## config.mk

```make
export PLATFORM = sky130hd
export DESIGN_NAME = tx_serializer_10b
export DESIGN_NICKNAME = d
export VERILOG_FILES = /design/src/rtl/tx_serializer_10b.sv
export SDC_FILE = /design/constraint.sdc
export NUM_CORES = 1
export LEC_CHECK = 0
export BUFFER_PORTS_ARGS = -buffer_cell sky130_fd_sc_hd__buf_2
export CORE_MARGIN = 2
export CORE_UTILIZATION = 25
export CTS_BUF_LIST = sky130_fd_sc_hd__clkbuf_16
export DETAILED_ROUTE_END_ITERATION = 8
export PLACE_DENSITY = 0.44
export SLEW_MARGIN = 20
export SYNTH_ARGS = -nofsm -noshare
export SYNTH_HDL_FRONTEND = slang
export SYNTH_SLANG_ARGS = --single-unit
```

## constraint.sdc

```tcl
create_clock -name clk -period 2.4 [get_ports clk]
set_input_delay 0.24 -clock clk [delete_from_list [all_inputs] [get_ports clk]]
set_output_delay 0.24 -clock clk [all_outputs]
set_load 0.005 [all_outputs]
```

## src/rtl/tx_serializer_10b.sv

```systemverilog
// 10-bit symbol serializer: a 2-entry input FIFO feeds a MSB-first shift register,
// with a post-reset idle preamble and idle-symbol insertion when the FIFO runs dry.
module tx_serializer_10b #(
  parameter logic [9:0]  IDLE_SYM  = 10'b0011111010,
  parameter int unsigned SYNC_SYMS = 4
) (
  input  logic       clk,
  input  logic       rst,
  input  logic [9:0] data_in,
  input  logic       data_valid,
  output logic       data_ready,
  output logic       serial_out,
  output logic       sym_start,
  output logic       is_data,
  output logic [7:0] underrun_cnt
);

  typedef enum logic {
    SYNC,
    RUN
  } state_t;

  localparam logic [3:0] SYNC_LAST = 4'(SYNC_SYMS - 1);

  state_t      state_q, state_d;
  logic [9:0]  shreg;
  logic [3:0]  bit_cnt;
  logic [3:0]  sync_cnt;

  logic [9:0]  mem [2];
  logic        wr_ptr, rd_ptr;
  logic [1:0]  count;

  logic        boundary;
  logic        push;
  logic        pop;
  logic        underrun_inc;

  assign data_ready = (count < 2'd2);
  assign push       = data_valid && data_ready;
  assign serial_out = shreg[9];
  assign sym_start  = (bit_cnt == 4'd0);
  assign boundary   = (bit_cnt == 4'd9);

  // Load decision is made only at symbol boundaries; pop reads the registered FIFO
  // state, so a word pushed on this same edge cannot be popped (no bypass).
  // NOTE: every always_comb output gets a default first so no latch is inferred.
  always_comb begin
    state_d      = state_q;
    pop          = 1'b0;
    underrun_inc = 1'b0;
    if (boundary) begin
      case (state_q)
        SYNC: begin
          if (sync_cnt == SYNC_LAST) begin
            state_d = RUN;
            pop     = (count != 2'd0);
          end
        end
        RUN: begin
          if (count != 2'd0) pop = 1'b1;
          else               underrun_inc = 1'b1;
        end
        default: state_d = SYNC;
      endcase
    end
  end

  // NOTE: sequential state uses non-blocking assignments so all registers update
  // from the same pre-edge values.
  always_ff @(posedge clk) begin
    if (rst) begin
      state_q      <= SYNC;
      shreg        <= IDLE_SYM;
      bit_cnt      <= 4'd0;
      sync_cnt     <= 4'd0;
      is_data      <= 1'b0;
      underrun_cnt <= 8'd0;
      wr_ptr       <= 1'b0;
      rd_ptr       <= 1'b0;
      count        <= 2'd0;
    end else begin
      state_q <= state_d;

      if (boundary) begin
        bit_cnt <= 4'd0;
        shreg   <= pop ? mem[rd_ptr] : IDLE_SYM;
        is_data <= pop;
        if (state_q == SYNC) sync_cnt <= sync_cnt + 4'd1;
      end else begin
        bit_cnt <= bit_cnt + 4'd1;
        shreg   <= {shreg[8:0], 1'b0};
      end

      if (underrun_inc && (underrun_cnt != 8'hFF))
        underrun_cnt <= underrun_cnt + 8'd1;

      if (push) wr_ptr <= ~wr_ptr;
      if (pop)  rd_ptr <= ~rd_ptr;
      case ({push, pop})
        2'b10:   count <= count + 2'd1;
        2'b01:   count <= count - 2'd1;
        default: count <= count;
      endcase
    end
  end

  // NOTE: FIFO storage is not reset; the reset count and pointers make stale
  // contents unreachable, so clearing the array would only cost logic.
  always_ff @(posedge clk) begin
    if (push) mem[wr_ptr] <= data_in;
  end

endmodule

```

After elaboration in Yosys (flattened, before gate mapping)
Memories as Yosys holds them, arrays and structs flattened. A register that Yosys moved wholly into a read port is not among the register bits.
Cells that the tools add are included.
Operators by class
  add/sub/neg operators: 5
  multipliers: 0
  div/mod/pow operators: 0
  magnitude comparators: 1
  equal/unequal tests: 5
  shift-type cells: 0
  muxes and demuxes: 16
  bitwise logic cells: 5
  reduce and logical (&&, ||, !) cells: 8
Operators by type and width (count)
  10-bit two-way mux: 2
  1-bit two-way mux: 12
  4-bit by 1-bit adder with 4-bit output, second input constant: 2
  8-bit by 1-bit adder with 8-bit output, second input constant: 1
  8-bit inequality test, second input constant: 1
  1-bit inverter: 5
  4-bit by 2-bit equality test with 1-bit output, second input constant: 1
  4-bit equality test, second input constant: 1
  4-bit zero test: 1
  2-bit case mux with 2 select lines: 1
  2-bit nonzero test: 2
  3-bit OR reduction: 1
  2-bit by 1-bit adder with 2-bit output, second input constant: 1
  2-bit by 1-bit equality test with 1-bit output, second input constant: 1
  2-bit equality test, second input constant: 1
  1-bit logical AND: 2
  2-bit less-than comparator, second input constant: 1
  1-bit case mux with 2 select lines: 1
  2-bit AND reduction: 1
  2-bit OR reduction: 1
  2-bit by 1-bit subtractor with 2-bit output, second input constant: 1
Word-level totals
  register bits: 32
  latch bits: 0
  RAM bits: 20
  bits in read-only memories: 0
  input port bits: 13
  output and inout port bits: 12
  memories kept: 1
Memory list
  mem: depth 2, width 10, rd ports 1, clocked after memory_dff 1, wr ports 1, RTL line 30  | logic [9:0] mem [2];

Logic depth before layout (Yosys ltp)
  word-level depth: 6
  depth in mapped cells: 9

Least setup slack after synthesis
No wires, ideal clock.
  path kind: flip-flop to flip-flop
  from: reg sync_cnt[0]
  to: reg count[1]
  setup time: 70 ps
  data arrival time: 1767 ps
  slack: 564 ps
  cell stages (with the launch flop): 8
  path buffers: 0
  path through: dfxtp_1 ha_1 nor3b_1 o221ai_1 inv_1 ha_1 or3_1 a21oi_1
Between the ends
  longest elaborated chain between the ends: 6
  elaborated cells between the ends (all ways): 8
  those cells by class: 3 x eq/ne; 4 x mux; 1 x reduce/logical
Ends and longest elaborated chain
  from (decl): RTL line 28  | logic [3:0] sync_cnt;
  from (signal assigned): RTL line 89  | if (state_q == SYNC) sync_cnt <= sync_cnt + 4'd1;
  4-bit by 2-bit equality test with 1-bit output *: RTL line 55  | if (sync_cnt == SYNC_LAST) begin
  1-bit two-way mux *: RTL line 55
  1-bit case mux with 2 select lines *: RTL line 53  | case (state_q)
  1-bit two-way mux *: RTL line 52  | if (boundary) begin
  via pop: RTL line 36  | logic pop;
  2-bit by 1-bit equality test with 1-bit output or 2-bit equality test (tied branches): RTL line 100  | case ({push, pop})
  2-bit case mux with 2 select lines or 2-bit nonzero test (tied branches)
  to (signal assigned): RTL line 101  | 2'b10: count <= count + 2'd1;
  to (signal assigned): RTL line 102  | 2'b01: count <= count - 2'd1;
  to (signal assigned): RTL line 103  | default: count <= count;
  to (decl): RTL line 32  | logic [1:0] count;
The timed path passes the listed nets; every way through them passes the cells marked *.
A chain may end at the register's enable or synchronous reset.

Worst setup path in the final report
Ends and elaborated chain as after synthesis.

==> flow_summary.json <==
{
  "post-place-ws_ps": 407,
  "coreArea_um2": 8260,
  "cts_buffers": 5,
  "tns_ps": 0,
  "cts_setup_buffers": 0,
  "io_buffers": 24,
  "status": "completed",
  "worstPathRequired_ps": 2620,
  "grt_use_total_pct": 8.83,
  "postSynthCellCount": 183,
  "cts_buffer_depth": 2,
  "grt_max_degree": 25,
  "endpoint_kind": "register",
  "final_cell_mix": "dfxtp_1, nor2_1, buf_2, edfxtp_1",
  "dr.pass1.iters": 4,
  "cts-root-buf": "clkbuf_16",
  "nets": 229,
  "via_count": 1356,
  "rsz0062_at_grt": "no",
  "cts_tree": "yes",
  "synth_nets": 202,
  "layout.cells.non_filler": 316,
  "seq_area_um2": 1260,
  "hp-class": "primary input to register",
  "clock-sinks": 53,
  "grt_pass1_vias": 1292,
  "finalCriticalPeriod_ps": 2010,
  "synthesis.area_um2": 2140,
  "antenna_found_initial": 0,
  "tightest_slew_ps": 604,
  "p_leak_nw": 0.957,
  "finalWorstSetupSlack_ps": 390,
  "grt_pass1_wl_um": 6200,
  "ios": 25,
  "die_height_um": 96.5,
  "syn2layout_area_growth_pct": 17.4,
  "timing.final.hold_violations": 0,
  "post-route-period-util_pct": 83.7,
  "drive_above_1_share_pct": 19.4,
  "wl_met3_um": 215,
  "num_rows": 33,
  "power_density_nw_per_um2": 731,
  "syn-mean-instance-area_um2": 11.7,
  "yosys.area_share.simple_pct": 16.4,
  "vdd_ir_drop_max_v": 0.000288,
  "synth_edf_count": 20,
  "dp_cells": 308,
  "fmax_mhz": 498,
  "multi_input_area_um2": 817,
  "synthAdderAreaFrac_pct": 3.51,
  "fillCellCount": 868,
  "yosysUniqueCellTypes": 44,
  "ant_nets": 0,
  "gp_routability_congestion": 0.694,
  "synthXorXnorAreaFrac_pct": 4.09,
  "synth_top_family_by_area": "simple AND/OR/NAND/NOR gates",
  "synthMuxAreaShare_pct": 5.67,
  "cp.arrival_ps": 2230,
  "cp_max_fo": 4,
  "met1_length_um": 1860,
  "maxCapViolCount": 0,
  "criticalPathCategory": "register to register",
  "met2_length_um": 1610,
  "synth.ff_latch_count": 53,
  "synth_ff_type": "dfxtp_1",
  "cts.clk_slew.worst_paths_ps": 70,
  "wirelength_um": 3730,
  "via_per_inst": 4.29,
  "routed.top_layer": "met4",
  "start_util_pct": 25.9,
  "drc": 0,
  "cts_resized": 0,
  "dieWidth_um": 96.5,
  "clock_latency_ps": 290,
  "yosys_warnings": 0,
  "wl_per_cell_um": 11.8,
  "fin_skew_ps": 5.58,
  "async_flop_share_pct": 0,
  "worstSetupStartpointType": "register",
  "slew_headroom_pct": 59.6,
  "cts_hold_buf": 0,
  "synth_compound_area_share_pct": 8.53,
  "dpl.hpwl_um": 2560,
  "yosysSeqAreaShare_pct": 58.9,
  "hold-worst-slack_ps": 131,
  "drt-initial-drc-count": 43,
  "antennaDiodeCount": 0,
  "final-setup-viol-count": 0,
  "final_common_cell": "dfxtp_1",
  "die_area_um2": 9320,
  "htree_levels": 2,
  "overflow": 0,
  "slew_violations": 0
}
synthesized netlist by cell type (all sizes together) (4+ instances only):
master,number,area [µm²]
xnor2,4,35.0
ha,6,75.1
dfxtp,33,661
nand2,10,37.5
edfxtp,20,601
o21ai,5,25.0
nor3,4,25.0
clkbuf,4,28.8
a21oi,11,55.1
nor2,26,97.6
inv,6,22.5
mux2i,11,110
xor2,6,52.6
per-layer routing:
metal	vias to the layer above	GRT usage, %
li1	701	-
met1	618	11.8
met2	30	13.7
met3	7	2.64
met4	0	2.82
met5	-	0
cell type report:
cell class / instances / share of cell area, %
inverter: 6 / 0.896
multi-input combinational: 119 / 32.5
sequential: 53 / 50.2
timing repair buffer: 25 / 5.08
tap: 105 / 5.23
clock inverter: 3 / 1.14
clock buffer: 5 / 4.98
cells by family after synthesis:
| logic type | Yosys count |
|---|---|
| buffers and inverters | 11 |
| muxes | 12 |
| AOI/OAI and AO/OA | 26 |
| and+or+nand+nor | 65 |
| adders and majority gates | 6 |
| xor gates and xnor gates | 10 |
| DFF | 53 |
worst max-delay path: stages, from the launching register on:
cell,delay (ps)
dfxtp_1,340
ha_1,210
nor3b_1,150
o221ai_1,360
inv_1,90
ha_1,320
or3_1,350
a21oi_1,140
power by group:
part,internal [mW],switching [mW]
Combinational,0.0387,0.0544
Clock,0.400,0.344
Sequential,0.980,0.0199
Total,1.42,0.418
stage by stage:
step / cell area, µm² / power, mW / utilization [%]
finish: 2510 / 1.84 / 30.4
global route: 2510 / 1.92 / 30.4
CTS: 2510 / 1.86 / 30.4
detailed placement: 2360 / 1.12 / 28.6
global placement: 2360 / 1.12 / 28.6
floorplan: 2140 / 1.08 / -
sequential cells by signal (all words and copies together) (netlist names), named ones only:
signal and flops:
underrun_cnt 8, is_data 1, sync_cnt 4, wr_ptr 1, count 2, rd_ptr 1
state_q 1, shreg 10, bit_cnt 4, mem 20
final timing paths:
check               from         to  slack (ps)  depth (start not counted)
max          sync_cnt[0]   count[1]         390                          7
min           data_in[0]  mem[1][0]         130                          1
max reg2reg  sync_cnt[0]   count[1]         390                          7
min reg2reg     shreg[7]   shreg[8]         430                          2
No activity file was read; power rests on OpenSTA's default activity.
